**src/rtl/fetch_unit.sv**
```systemverilog
// Instruction fetch stage: holds the fetch PC, drives the instruction ROM
// address and fills the IF/ID pipeline register. A fetch from outside the
// ROM window, or from a misaligned address, parks the stage in FAULT until
// a redirect arrives.
module fetch_unit #(
    parameter logic [31:0] RESET_PC  = 32'hBFC00000,
    parameter int unsigned MEM_BYTES = 4096,
    parameter logic [31:0] NOP_INSTR = 32'h00000013
) (
    input  logic        clk,
    input  logic        rst,
    input  logic        stall_f,
    input  logic        stall_d,
    input  logic        flush_d,
    input  logic        redirect_en,
    input  logic [31:0] redirect_pc,
    output logic [31:0] imem_addr,
    input  logic [31:0] imem_rd,
    output logic [31:0] instr_d,
    output logic [31:0] pc_d,
    output logic [31:0] pcplus4_d,
    output logic        valid_d,
    output logic        fault,
    output logic [31:0] fault_pc,
    output logic [31:0] fetch_count
);

    typedef enum logic {
        RUN,
        FAULT
    } state_e;

    // One bit wider than the PC so a window ending at 2^32 does not wrap.
    localparam logic [32:0] WIN_END = {1'b0, RESET_PC} + 33'(MEM_BYTES);

    state_e      state_q, state_d;
    logic [31:0] pcF_q, pcF_d;
    logic [31:0] instrD_q, instrD_d;
    logic [31:0] pcD_q, pcD_d;
    logic [31:0] pcPlus4D_q, pcPlus4D_d;
    logic        validD_q, validD_d;
    logic [31:0] faultPc_q, faultPc_d;
    logic [31:0] fetchCount_q, fetchCount_d;

    logic [31:0] pcPlus4F;
    logic        fetchLegal;

    // Sequential PC and the legality of fetching from the current PC.
    always_comb begin
        pcPlus4F   = pcF_q + 32'd4;
        fetchLegal = (pcF_q[1:0] == 2'b00) && (pcF_q >= RESET_PC) && ({1'b0, pcF_q} < WIN_END);
    end

    // Next-state logic for the fetch PC, the IF/ID register and the fault FSM.
    always_comb begin
        state_d      = state_q;
        pcF_d        = pcF_q;
        instrD_d     = instrD_q;
        pcD_d        = pcD_q;
        pcPlus4D_d   = pcPlus4D_q;
        validD_d     = validD_q;
        faultPc_d    = faultPc_q;
        fetchCount_d = fetchCount_q;

        unique case (state_q)
            RUN: begin
                if (redirect_en) begin
                    pcF_d = redirect_pc;
                end else if (!stall_f) begin
                    pcF_d = pcPlus4F;
                end

                if (flush_d) begin
                    instrD_d = NOP_INSTR;
                    validD_d = 1'b0;
                end else if (!stall_d) begin
                    if (fetchLegal) begin
                        instrD_d     = imem_rd;
                        pcD_d        = pcF_q;
                        pcPlus4D_d   = pcPlus4F;
                        validD_d     = 1'b1;
                        fetchCount_d = fetchCount_q + 32'd1;
                    end else begin
                        instrD_d  = NOP_INSTR;
                        validD_d  = 1'b0;
                        faultPc_d = pcF_q;
                        state_d   = FAULT;
                    end
                end
            end

            FAULT: begin
                if (redirect_en) begin
                    pcF_d   = redirect_pc;
                    state_d = RUN;
                end

                if (flush_d || !stall_d) begin
                    instrD_d = NOP_INSTR;
                    validD_d = 1'b0;
                end
            end

            default: state_d = RUN;
        endcase
    end

    // State registers with synchronous reset.
    always_ff @(posedge clk) begin
        if (rst) begin
            state_q      <= RUN;
            pcF_q        <= RESET_PC;
            instrD_q     <= NOP_INSTR;
            pcD_q        <= 32'd0;
            pcPlus4D_q   <= 32'd0;
            validD_q     <= 1'b0;
            faultPc_q    <= 32'd0;
            fetchCount_q <= 32'd0;
        end else begin
            state_q      <= state_d;
            pcF_q        <= pcF_d;
            instrD_q     <= instrD_d;
            pcD_q        <= pcD_d;
            pcPlus4D_q   <= pcPlus4D_d;
            validD_q     <= validD_d;
            faultPc_q    <= faultPc_d;
            fetchCount_q <= fetchCount_d;
        end
    end

    assign imem_addr   = pcF_q;
    assign instr_d     = instrD_q;
    assign pc_d        = pcD_q;
    assign pcplus4_d   = pcPlus4D_q;
    assign valid_d     = validD_q;
    assign fault       = (state_q == FAULT);
    assign fault_pc    = faultPc_q;
    assign fetch_count = fetchCount_q;

endmodule

```
**config.mk**
```make
export PLATFORM = sky130hd
export DESIGN_NAME = fetch_unit
export DESIGN_NICKNAME = d
export VERILOG_FILES = /design/src/rtl/fetch_unit.sv
export SDC_FILE = /design/constraint.sdc
export NUM_CORES = 1
export LEC_CHECK = 0
export CAP_MARGIN = 10
export CORE_UTILIZATION = 50
export DETAILED_ROUTE_END_ITERATION = 10
export PLACE_DENSITY = 0.86
export SLEW_MARGIN = 0
export SYNTH_ARGS = -nofsm -noshare
export SYNTH_HDL_FRONTEND = slang
export SYNTH_SLANG_ARGS = --single-unit
```
**constraint.sdc**
```tcl
create_clock -name clk -period 5.5 [get_ports clk]
set_input_delay 1.65 -clock clk [delete_from_list [all_inputs] [get_ports clk]]
set_output_delay 1.65 -clock clk [all_outputs]
set_load 0.01 [all_outputs]
```
==> results of run 1 <==
-- worst max-delay path, stage by stage --
cell	delay, ns
clkdlybuf4s50_1	0.50
or3_4	0.47
nor3_4	0.19
buf_4	0.65
nor2_1	0.13
a211oi_1	0.28
-- sequential cells by signal, summed over array words and instances, names as in the netlist --
signal / cells
fault_pc: 32
fetch_count: 32
imem_addr: 32
instr_d: 32
pc_d: 32
pcplus4_d: 30
fault: 1
valid_d: 1
-- metrics by stage --
step	util (%)	hold WS (ns)	instances	total power, µW	setup WS, ns
floorplan	-	0.476	938	1620	2.39
global placement	68.9	0.437	1347	1750	1.61
detailed placement	68.9	0.445	1347	1760	1.59
CTS	72.7	0.454	1379	2960	1.94
global route	72.7	0.470	1379	3050	1.82
finish	72.7	0.450	1379	2950	1.93
-- power breakdown --
group / switching, µW / leakage, µW / total (µW) / internal [µW]
clock: 581 / 0.000271 / 1220 / 638
sequential: 47.2 / 0.00156 / 1460 / 1420
combinational: 132 / 0.00209 / 265 / 133
total: 760 / 0.00392 / 2950 / 2190
-- cell type report --
cell class / instances / area [µm²]
multi-input cells: 662 / 3710
flip-flops and latches: 192 / 3840
well taps: 211 / 264
clock buffers: 17 / 425
repair buffers: 272 / 2700
fillers: 1166 / 4180
inverters: 10 / 37.5
clock inverters: 15 / 149
-- placed cells by master, fill, tap and decap left out, types with 5 or more instances in the layout --
master | synthesis | final
a211oi_1 | 21 | 21
and3_1 | 36 | 36
dfxtp_1 | 192 | 192
nand4_1 | 16 | 16
inv_1 | 9 | 9
clkbuf_16 | 0 | 17
inv_6 | 0 | 5
buf_4 | 5 | 10
nor2_1 | 117 | 117
and4_1 | 8 | 8
nand3_1 | 27 | 26
and2_1 | 6 | 6
mux2i_1 | 6 | 6
nand2_1 | 135 | 135
o21ai_0 | 32 | 32
or3_1 | 21 | 21
a21oi_1 | 83 | 82
nor4_1 | 16 | 16
xnor2_1 | 24 | 24
a22oi_1 | 30 | 30
xor2_1 | 6 | 6
nor3_1 | 16 | 16
clkdlybuf4s50_1 | 0 | 262
-- cell families after synthesis --
kind of cell	Yosys count	share of synthesized area (%)
buffers and inverters	84	4.84
adders and majority gates	3	0.473
and+or+nand+nor	433	27.6
xor gates and xnor gates	30	3.31
muxes	7	0.899
AOI/OAI and AO/OA	189	14.4
DFF	192	48.5
-- how the worst max path moves through the flow --
stage	from	endpoint	cells after the start	slack [ns]
final	flush_d	pcplus4_d[6]$_SDFFE_PP0P_	6	1.93
after global routing	flush_d	pcplus4_d[6]$_SDFFE_PP0P_	6	1.82
after CTS	flush_d	pcplus4_d[6]$_SDFFE_PP0P_	6	1.94
after detailed placement	flush_d	pcplus4_d[8]$_SDFFE_PP0P_	6	1.59
after global placement	flush_d	pcplus4_d[2]$_SDFFE_PP0P_	6	1.61
after floorplan	flush_d	fetch_count[17]$_SDFFE_PP0P_	5	2.39
-- metal layers --
layer	routed length, µm	up-vias	share of wire [%]
li1	-	3734	-
met1	9830	3690	41
met2	11500	361	48
met3	2230	41	9.2
met4	518	0	2.1
met5	0	-	0
==> impl_metrics.csv, run 1 <==
group,metric,value,unit
grt,initial_antenna_violation_count,0,
hold_path,min_path_cells,2,
critical_path,critPathMaxFanout,79,
floorplanning,initial_core_util,51.8,%
critical_path,r2r_cells,6,
floorplanning,die_area,16400,µm²
clock_network,post_cts_hold_buffer_count,0,
critical_path,critPathRequiredTime,5.83,ns
power,power.density_cell_area,265,nW/µm²
critical_path,worstSetupEndpointType,"flop",
critical_path,worstReg2RegEnd,"pcplus4_d[6]$_SDFFE_PP0P_",
timing,finalClockSkew,0.00876,ns
critical_path,reg2reg_slack,2.72,ns
power,worst_ir_drop_on_vdd,214,µV
grt,global_route.usage.met3,9.72,%
timing,accumulated_negative_setup_slack,0,ns
hold_path,hold_end,"pc_d[6]$_SDFFE_PP0P_",
floorplanning,floorplan.die.height,128,µm
power,cell_leakage_power,0.00392,µW
synth,netlist_top_cells_count,"dfxtp_1, nand2_1, nor2_1",
final_layout,final_cell_area,11100,µm²
grt,met1_usage,36.5,%
synth,synth.ff_latch_count,192,
clock_network,number_of_buffers_added_by_the_clock_tree_synthesis_step,17,
place,placement.io_buffers,263,
final_layout,final_nets,1228,
synth,edff_count_synth,0,
timing,finalMaxSlewViolations,0,
clock_network,numClockSinks,192,
place,post_dp_cell_area,10600,µm²
final_layout,antenna-diode-count,0,
grt,global_route_wire_length_before_repair,37400,µm
floorplanning,fp.dieW,128,µm
route,post_drt_antenna_nets,0,
route,drt_iter0_drc,800,
route,wire_per_inst,17.5,µm
clock_network,clk_root_buffer_cell,"clkbuf_16",
synth,postSynth.topFlopCell,"dfxtp_1",
critical_path,critical_path_arrival,3.90,ns
grt,tot_gr_track_use,29.3,%
hold_path,hold_path_startpoint,"pc_d[6]$_SDFFE_PP0P_",
final_layout,layout-drive-gt1-share,5.74,%
timing,setup_repair_after_global_routing_missed_its_margin,"false",
critical_path,setup.worst_path.start_class,"input port",
timing,fin_crit_sh,64.9,%
route,route.detailed.vias_per_inst,5.68,
final_layout,syn2layout_area_growth,40.4,%
clock_network,ctsResizeCount,0,
synth,postSynthCellCount,938,
clock_network,clkTransAtPathRegs,0.07,ns
synth,postSynthAreaPerCell,8.45,µm²
grt,groute.layer.met2.usage,47.1,%
synth,synthArstFlopShare,0,%
clock_network,postCtsSetupRepairBufs,0,
hold_path,holdCritPathClass,"reg -> reg",
place,hpwl,16500,µm
route,route.detailed.drc,0,
flow_run,max_cap_check_violation_count,0,
synth,synth.yosys.seq_area_share,48.5,%
timing,post-route-min-period,3.57,ns
floorplanning,ios,264,
timing,worst_slew_pin_slew,1.14,ns
synth,synthDistinctLibCells,54,
synth,post-synth-top-count-cell,"dfxtp_1",
clock_network,clk_latency,0.43,ns
clock_network,tritoncts_clock_tree,"yes",
floorplanning,core-area,15300,µm²
floorplanning,placementRows,45,
route,drt_pass1_iterations,5,
clock_network,maximum_level_of_the_cts_h_tree,4,
synth,netlist.area_leader.share,48.5,%
route,route.vias.total,7826,
timing,achievable-frequency,280,MHz
synth,post_synth_main_area_contributors,"dfxtp_1, nand2_1, nor2_1",
run_status,outcome,"finished, final reports clean",
timing,report.final.hold_viol_count,0,
place,gp_congestion,0.868,
critical_path,reg2reg_from,"imem_addr[15]$_SDFFE_PP0P_",
clock_network,cts_buffer_depth,2,
critical_path,path_class,"in -> reg",
grt,grt_pass1_vias,7206,
synth,mappedNetlistArea,7930,µm²
route,drt-total-wl,24100,µm
timing,timing.slew.headroom,24.3,%
synth,yosys.area.top_type,"dfxtp_1",
timing,setup_viol,0,
grt,top_usage_layer,"met2",
grt,gr-total-overflow,0,
synth,number_of_synthesis_warnings,0,
grt,grt_max_degree,110,
synth,syn-num-nets,1011,
Note: power is estimated with default switching activity, not from simulation.
==> inputs of run 2 (changes only) <==
--- a/config.mk
+++ b/config.mk
@@ -6,9 +6,9 @@
 export NUM_CORES = 1
 export LEC_CHECK = 0
 export CAP_MARGIN = 10
-export CORE_UTILIZATION = 50
+export CORE_UTILIZATION = 46
 export DETAILED_ROUTE_END_ITERATION = 10
-export PLACE_DENSITY = 0.86
+export PLACE_DENSITY = 0.8
 export SLEW_MARGIN = 0
 export SYNTH_ARGS = -nofsm -noshare
 export SYNTH_HDL_FRONTEND = slang
==> constraint.sdc (replaced) <==
create_clock -name clk -period 3.69 [get_ports clk]
set_input_delay 1.107 -clock clk [delete_from_list [all_inputs] [get_ports clk]]
set_output_delay 1.107 -clock clk [all_outputs]
set_load 0.01 [all_outputs]
==> impl_metrics.csv, run 2 (synthesis gave the netlist of run 1 again) <==
group,metric,value,unit
critical_path,reg2reg_from,"imem_addr[7]$_SDFFE_PP0P_",
clock_network,maximum_level_of_the_cts_h_tree,4,
clock_network,ctsResizeCount,0,
critical_path,worstReg2RegEnd,"imem_addr[23]$_SDFFE_PP1P_",
final_layout,final_nets,1233,
timing,achievable-frequency,347,MHz
timing,worst_slew_pin_slew,0.706,ns
power,worst_ir_drop_on_vdd,315,µV
grt,grt_pass1_vias,7142,
final_layout,top_library_cells_by_usage_in_the_layout_fill_and_taps_aside,"clkdlybuf4s50_1, dfxtp_1, nand2_1",
timing,finalHoldWorstSlack,0.449,ns
place,pre_cts_slack,0.472,ns
floorplanning,core-area,16700,µm²
route,drt-total-wl,24000,µm
clock_network,numClockSinks,192,
final_layout,leading_cell_type_in_the_layout_fill_and_taps_excluded,"clkdlybuf4s50_1",
critical_path,path_class,"reg -> out",
grt,initial_antenna_violation_count,1,
final_layout,num-fill-cells,1390,
place,placement.io_buffers,263,
clock_network,clk_latency,0.43,ns
route,drt_iter0_drc,649,
timing,setup_viol,0,
floorplanning,floorplan.die.height,133,µm
timing,report.final.hold_viol_count,0,
floorplanning,fp.dieW,133,µm
clock_network,postCtsSetupRepairBufs,0,
timing,timing.slew.headroom,52.9,%
flow_run,max_cap_check_violation_count,0,
clock_network,cts_buffer_depth,2,
floorplanning,placementRows,47,
clock_network,post_cts_hold_buffer_count,0,
grt,grt_max_degree,80,
timing,timing.final.ws_setup,0.808,ns
timing,accumulated_negative_setup_slack,0,ns
floorplanning,initial_core_util,47.5,%
grt,gr-total-overflow,0,
critical_path,reg2reg_slack,1.11,ns
clock_network,clk_root_buffer_cell,"clkbuf_16",
route,route.detailed.vias_per_inst,5.52,
critical_path,timing.critical_path.depth,1,
place,gp_congestion,0.949,
critical_path,worstSetupEndpointType,"primary output",
clock_network,number_of_buffers_added_by_the_clock_tree_synthesis_step,17,
critical_path,critPathRequiredTime,2.58,ns
route,route.detailed.drc,0,
final_layout,layout.cells.non_filler,1394,
floorplanning,die_area,17800,µm²
clock_network,clkTransAtPathRegs,0.07,ns
timing,finalMaxSlewViolations,0,
place,dp_cells,1361,
critical_path,setup.worst_path.start_class,"flop",
power,cell_leakage_power,0.00397,µW
timing,fin_crit_sh,78.1,%
critical_path,crit_slowest_cell,"dfxtp_1",
timing,setup_repair_after_global_routing_missed_its_margin,"false",
timing,finalClockSkew,0.00984,ns
power,power.density_cell_area,399,nW/µm²
final_layout,layout-drive-gt1-share,6.14,%
route,post_drt_antenna_nets,0,
critical_path,timing.critical_path.max_delay_family,"flip-flops",
place,hpwl,17000,µm
route,wire_per_inst,17.2,µm
critical_path,critical_path_arrival,1.77,ns
clock_network,tritoncts_clock_tree,"yes",
route,drt_pass1_iterations,5,
critical_path,critPathMaxFanout,9,
grt,global_route_wire_length_before_repair,37600,µm
hold_path,hold_end,"pc_d[11]$_SDFFE_PP0P_",
run_status,outcome,"finished, final reports clean",
grt,tot_gr_track_use,26.7,%
power,fin_total_pwr,4480,µW
route,route.vias.total,7691,
hold_path,hold_path_startpoint,"pc_d[11]$_SDFFE_PP0P_",
timing,post-route-min-period,2.88,ns
critical_path,path_cells,"clkdlybuf4s50_1",
critical_path,cp_slowest_stage_delay,0.70,ns
hold_path,min_path_cells,2,
hold_path,holdCritPathClass,"reg -> reg",
critical_path,r2r_cells,5,
critical_path,critPathBufInv,1,
floorplanning,ios,264,
final_layout,syn2layout_area_growth,41.6,%
## run 2: worst max-delay path by stage
stage / startpoint / endpoint / slack, ns
2_1_floorplan: flush_d / fetch_count[17]$_SDFFE_PP0P_ / 1.12
3_3_place_gp: flush_d / fetch_count[13]$_SDFFE_PP0P_ / 0.54
3_5_place_dp: flush_d / fetch_count[9]$_SDFFE_PP0P_ / 0.47
4_1_cts: imem_addr[12]$_SDFFE_PP0P_ / imem_addr[12] / 0.77
5_1_grt: imem_addr[12]$_SDFFE_PP0P_ / imem_addr[12] / 0.72
6_report: imem_addr[12]$_SDFFE_PP0P_ / imem_addr[12] / 0.81
## run 2: layout make-up
class | instances | area, µm² | area share, %
clock inverters | 14 | 168 | 1.49
multi-input cells | 662 | 3710 | 33.1
flip-flops and latches | 192 | 3840 | 34.2
repair buffers | 277 | 2750 | 24.5
inverters | 10 | 37.5 | 0.334
diodes | 1 | 2.50 | 0.0223
well taps | 220 | 275 | 2.45
clock buffers | 18 | 439 | 3.91
## run 2: stage by stage
step	cell area, µm²	utilization [%]
floorplan	7930	-
global placement	10600	63.6
detailed placement	10600	63.6
CTS	11200	67.2
global route	11200	67.2
finish	11200	67.2
## run 2: tightest hold or removal path, stage by stage, from the launching register on
cell	delay, ns
dfxtp_1	0.31
nand2_1	0.05
a21oi_1	0.05
## run 2: layer usage
metal	GRT usage, %	vias up	share of wire, %
met5	0	-	0
met3	7.42	36	8.1
met1	33.9	3617	42
met2	42.9	302	47
li1	-	3736	-
met4	10.3	0	2.4
## run 2: report_power, final
part           internal (µW)  total, µW  switching (µW)  leakage, µW
clock network           1040       1900             857     0.000298
registers               2110       2180            70.3      0.00156
logic                    202        398             196      0.00212
total                   3360       4480            1120      0.00397
==> inputs of run 3 (changes only) <==
==> constraint.sdc (replaced) <==
create_clock -name clk -period 2.8 [get_ports clk]
set_input_delay 0.84 -clock clk [delete_from_list [all_inputs] [get_ports clk]]
set_output_delay 0.84 -clock clk [all_outputs]
set_load 0.01 [all_outputs]
==> impl_metrics.csv, run 3 (synthesis gave the netlist of run 1 again) <==
group,metric,value,unit
run_status,outcome,"finished, final reports clean",
place,gp_congestion,0.914,
power,cell_leakage_power,0.00411,µW
power,net-switching-power,1470,µW
hold_path,min_path_cells,2,
critical_path,reg2reg_slack,0.30,ns
timing,setup_repair_after_global_routing_missed_its_margin,"false",
grt,gr-total-overflow,0,
grt,grt_max_degree,84,
route,route.vias.total,7883,
floorplanning,core-area,16700,µm²
clock_network,clk_root_buffer_cell,"clkbuf_16",
place,hpwl,17100,µm
critical_path,reg2reg_from,"imem_addr[16]$_SDFFE_PP0P_",
timing,report.final.hold_viol_count,0,
power,power_frac_comb,9.6,%
clock_network,maximum_level_of_the_cts_h_tree,4,
floorplanning,fp.dieW,133,µm
floorplanning,placementRows,47,
floorplanning,floorplan.die.height,133,µm
route,drt_iter0_drc,793,
power,power.density_cell_area,519,nW/µm²
route,drt-total-wl,24400,µm
clock_network,number_of_buffers_added_by_the_clock_tree_synthesis_step,17,
critical_path,setup.worst_path.start_class,"flop",
clock_network,cts_buffer_depth,2,
clock_network,ctsResizeCount,0,
final_layout,leading_cell_type_in_the_layout_fill_and_taps_excluded,"clkdlybuf4s50_1",
grt,initial_antenna_violation_count,1,
timing,finalClockSkew,0.00911,ns
floorplanning,die_area,17800,µm²
hold_path,hold_path_startpoint,"pc_d[11]$_SDFFE_PP0P_",
place,placement.io_buffers,263,
route,drt_pass1_iterations,6,
clock_network,clk_latency,0.44,ns
timing,setup_viol,0,
critical_path,path_class,"reg -> out",
clock_network,clkTransAtPathRegs,0.07,ns
critical_path,timing.critical_path.max_delay_family,"flip-flops",
place,post_dp_cell_area,10900,µm²
hold_path,hold_end,"pc_d[11]$_SDFFE_PP0P_",
flow_run,max_cap_check_violation_count,0,
timing,finalMaxSlewViolations,0,
critical_path,critPathMaxFanout,9,
timing,worst_slew_pin_slew,0.727,ns
final_layout,num-fill-cells,1350,
timing,timing.slew.headroom,51.1,%
final_layout,finish.utilization,68.8,%
final_layout,layout-drive-gt1-share,8.17,%
clock_network,post_cts_hold_buffer_count,0,
critical_path,worstSetupEndpointType,"primary output",
route,route.detailed.vias_per_inst,5.55,
critical_path,critPathBufInv,1,
final_layout,final_cell_area,11500,µm²
timing,fin_crit_sh,93.9,%
power,internal_cell_power,4500,µW
critical_path,worstReg2RegEnd,"pcplus4_d[7]$_SDFFE_PP0P_",
route,post_drt_antenna_nets,0,
timing,finalHoldWorstSlack,0.454,ns
route,route.detailed.drc,0,
clock_network,postCtsSetupRepairBufs,0,
timing,accumulated_negative_setup_slack,0,ns
final_layout,final_nets,1260,
critical_path,cp_slowest_stage_delay,0.70,ns
clock_network,tritoncts_clock_tree,"yes",
floorplanning,ios,264,
floorplanning,initial_core_util,47.5,%
grt,tot_gr_track_use,27.5,%
grt,grt_pass1_vias,7316,
power,fin_total_pwr,5970,µW
power,p_clk_share,42.5,%
power,power_frac_seq,47.9,%
timing,achievable-frequency,380,MHz
timing,post-route-min-period,2.63,ns
critical_path,path_cells,"clkdlybuf4s50_1",
critical_path,critical_path_arrival,1.79,ns
power,worst_ir_drop_on_vdd,448,µV
power,power.switching_fraction,24.7,%
clock_network,numClockSinks,192,
grt,global_route_wire_length_before_repair,38800,µm
final_layout,syn2layout_area_growth,44.9,%
hold_path,holdCritPathClass,"reg -> reg",
critical_path,crit_slowest_cell,"dfxtp_1",
critical_path,critPathRequiredTime,1.96,ns
final_layout,top_library_cells_by_usage_in_the_layout_fill_and_taps_aside,"clkdlybuf4s50_1, dfxtp_1, nand2_1",
critical_path,r2r_cells,6,
route,wire_per_inst,17.2,µm
[run 3: cell types whose count changed in the layout (fill, tap and decap cells not counted), moves of 2 or more]
cell / before / now
buf_12: 1 / 6
buf_4: 14 / 36
inv_8: 3 / 1
clkinvlp_4: 1 / 3
clkinv_4: 2 / 0
[run 3: routing by layer]
metal	global-route usage (%)	part of all wire, %
met4	7.64	1.5
met1	33.6	41
met2	45.6	48
met3	9.59	9.8
met5	0	0
[run 3: how the worst max path moves through the flow]
stage                                     from                            to  slack, ns  cells after the start
floorplan                              flush_d  fetch_count[17]$_SDFFE_PP0P_       0.50                      5
global placement                       flush_d  fetch_count[31]$_SDFFE_PP0P_       0.08                      6
detailed placement                     flush_d  fetch_count[14]$_SDFFE_PP0P_       0.01                      6
CTS                 imem_addr[12]$_SDFFE_PP0P_                 imem_addr[12]       0.14                      1
global route        imem_addr[12]$_SDFFE_PP0P_                 imem_addr[12]       0.12                      1
finish              imem_addr[12]$_SDFFE_PP0P_                 imem_addr[12]       0.17                      1
[run 3: final cells by class]
type	count	area (µm²)	share of cell area, %
antenna	1	2.50	0.0218
multi-input combinational	662	3710	32.3
inverter	10	37.5	0.327
tap	220	275	2.40
sequential	192	3840	33.4
clock buffer	18	429	3.73
timing repair buffer	304	3010	26.2
clock inverter	14	178	1.55
[run 3: power by group through the flow]
stage | logic [µW] | registers, µW | clock network, µW
final | 575 | 2860 | 2540
after detailed placement | 570 | 2920 | 0
after CTS | 574 | 2860 | 2570
after floorplan | 257 | 2920 | 0
after global routing | 617 | 2860 | 2700
after global placement | 567 | 2920 | 0
[run 3: per-stage QoR]
| step | cells | setup WS, ns |
|---|---|---|
| after global routing | 1420 | 0.115 |
| after detailed placement | 1388 | 0.00987 |
| after floorplan | 938 | 0.500 |
| after CTS | 1420 | 0.140 |
| final | 1421 | 0.170 |
| after global placement | 1388 | 0.0814 |
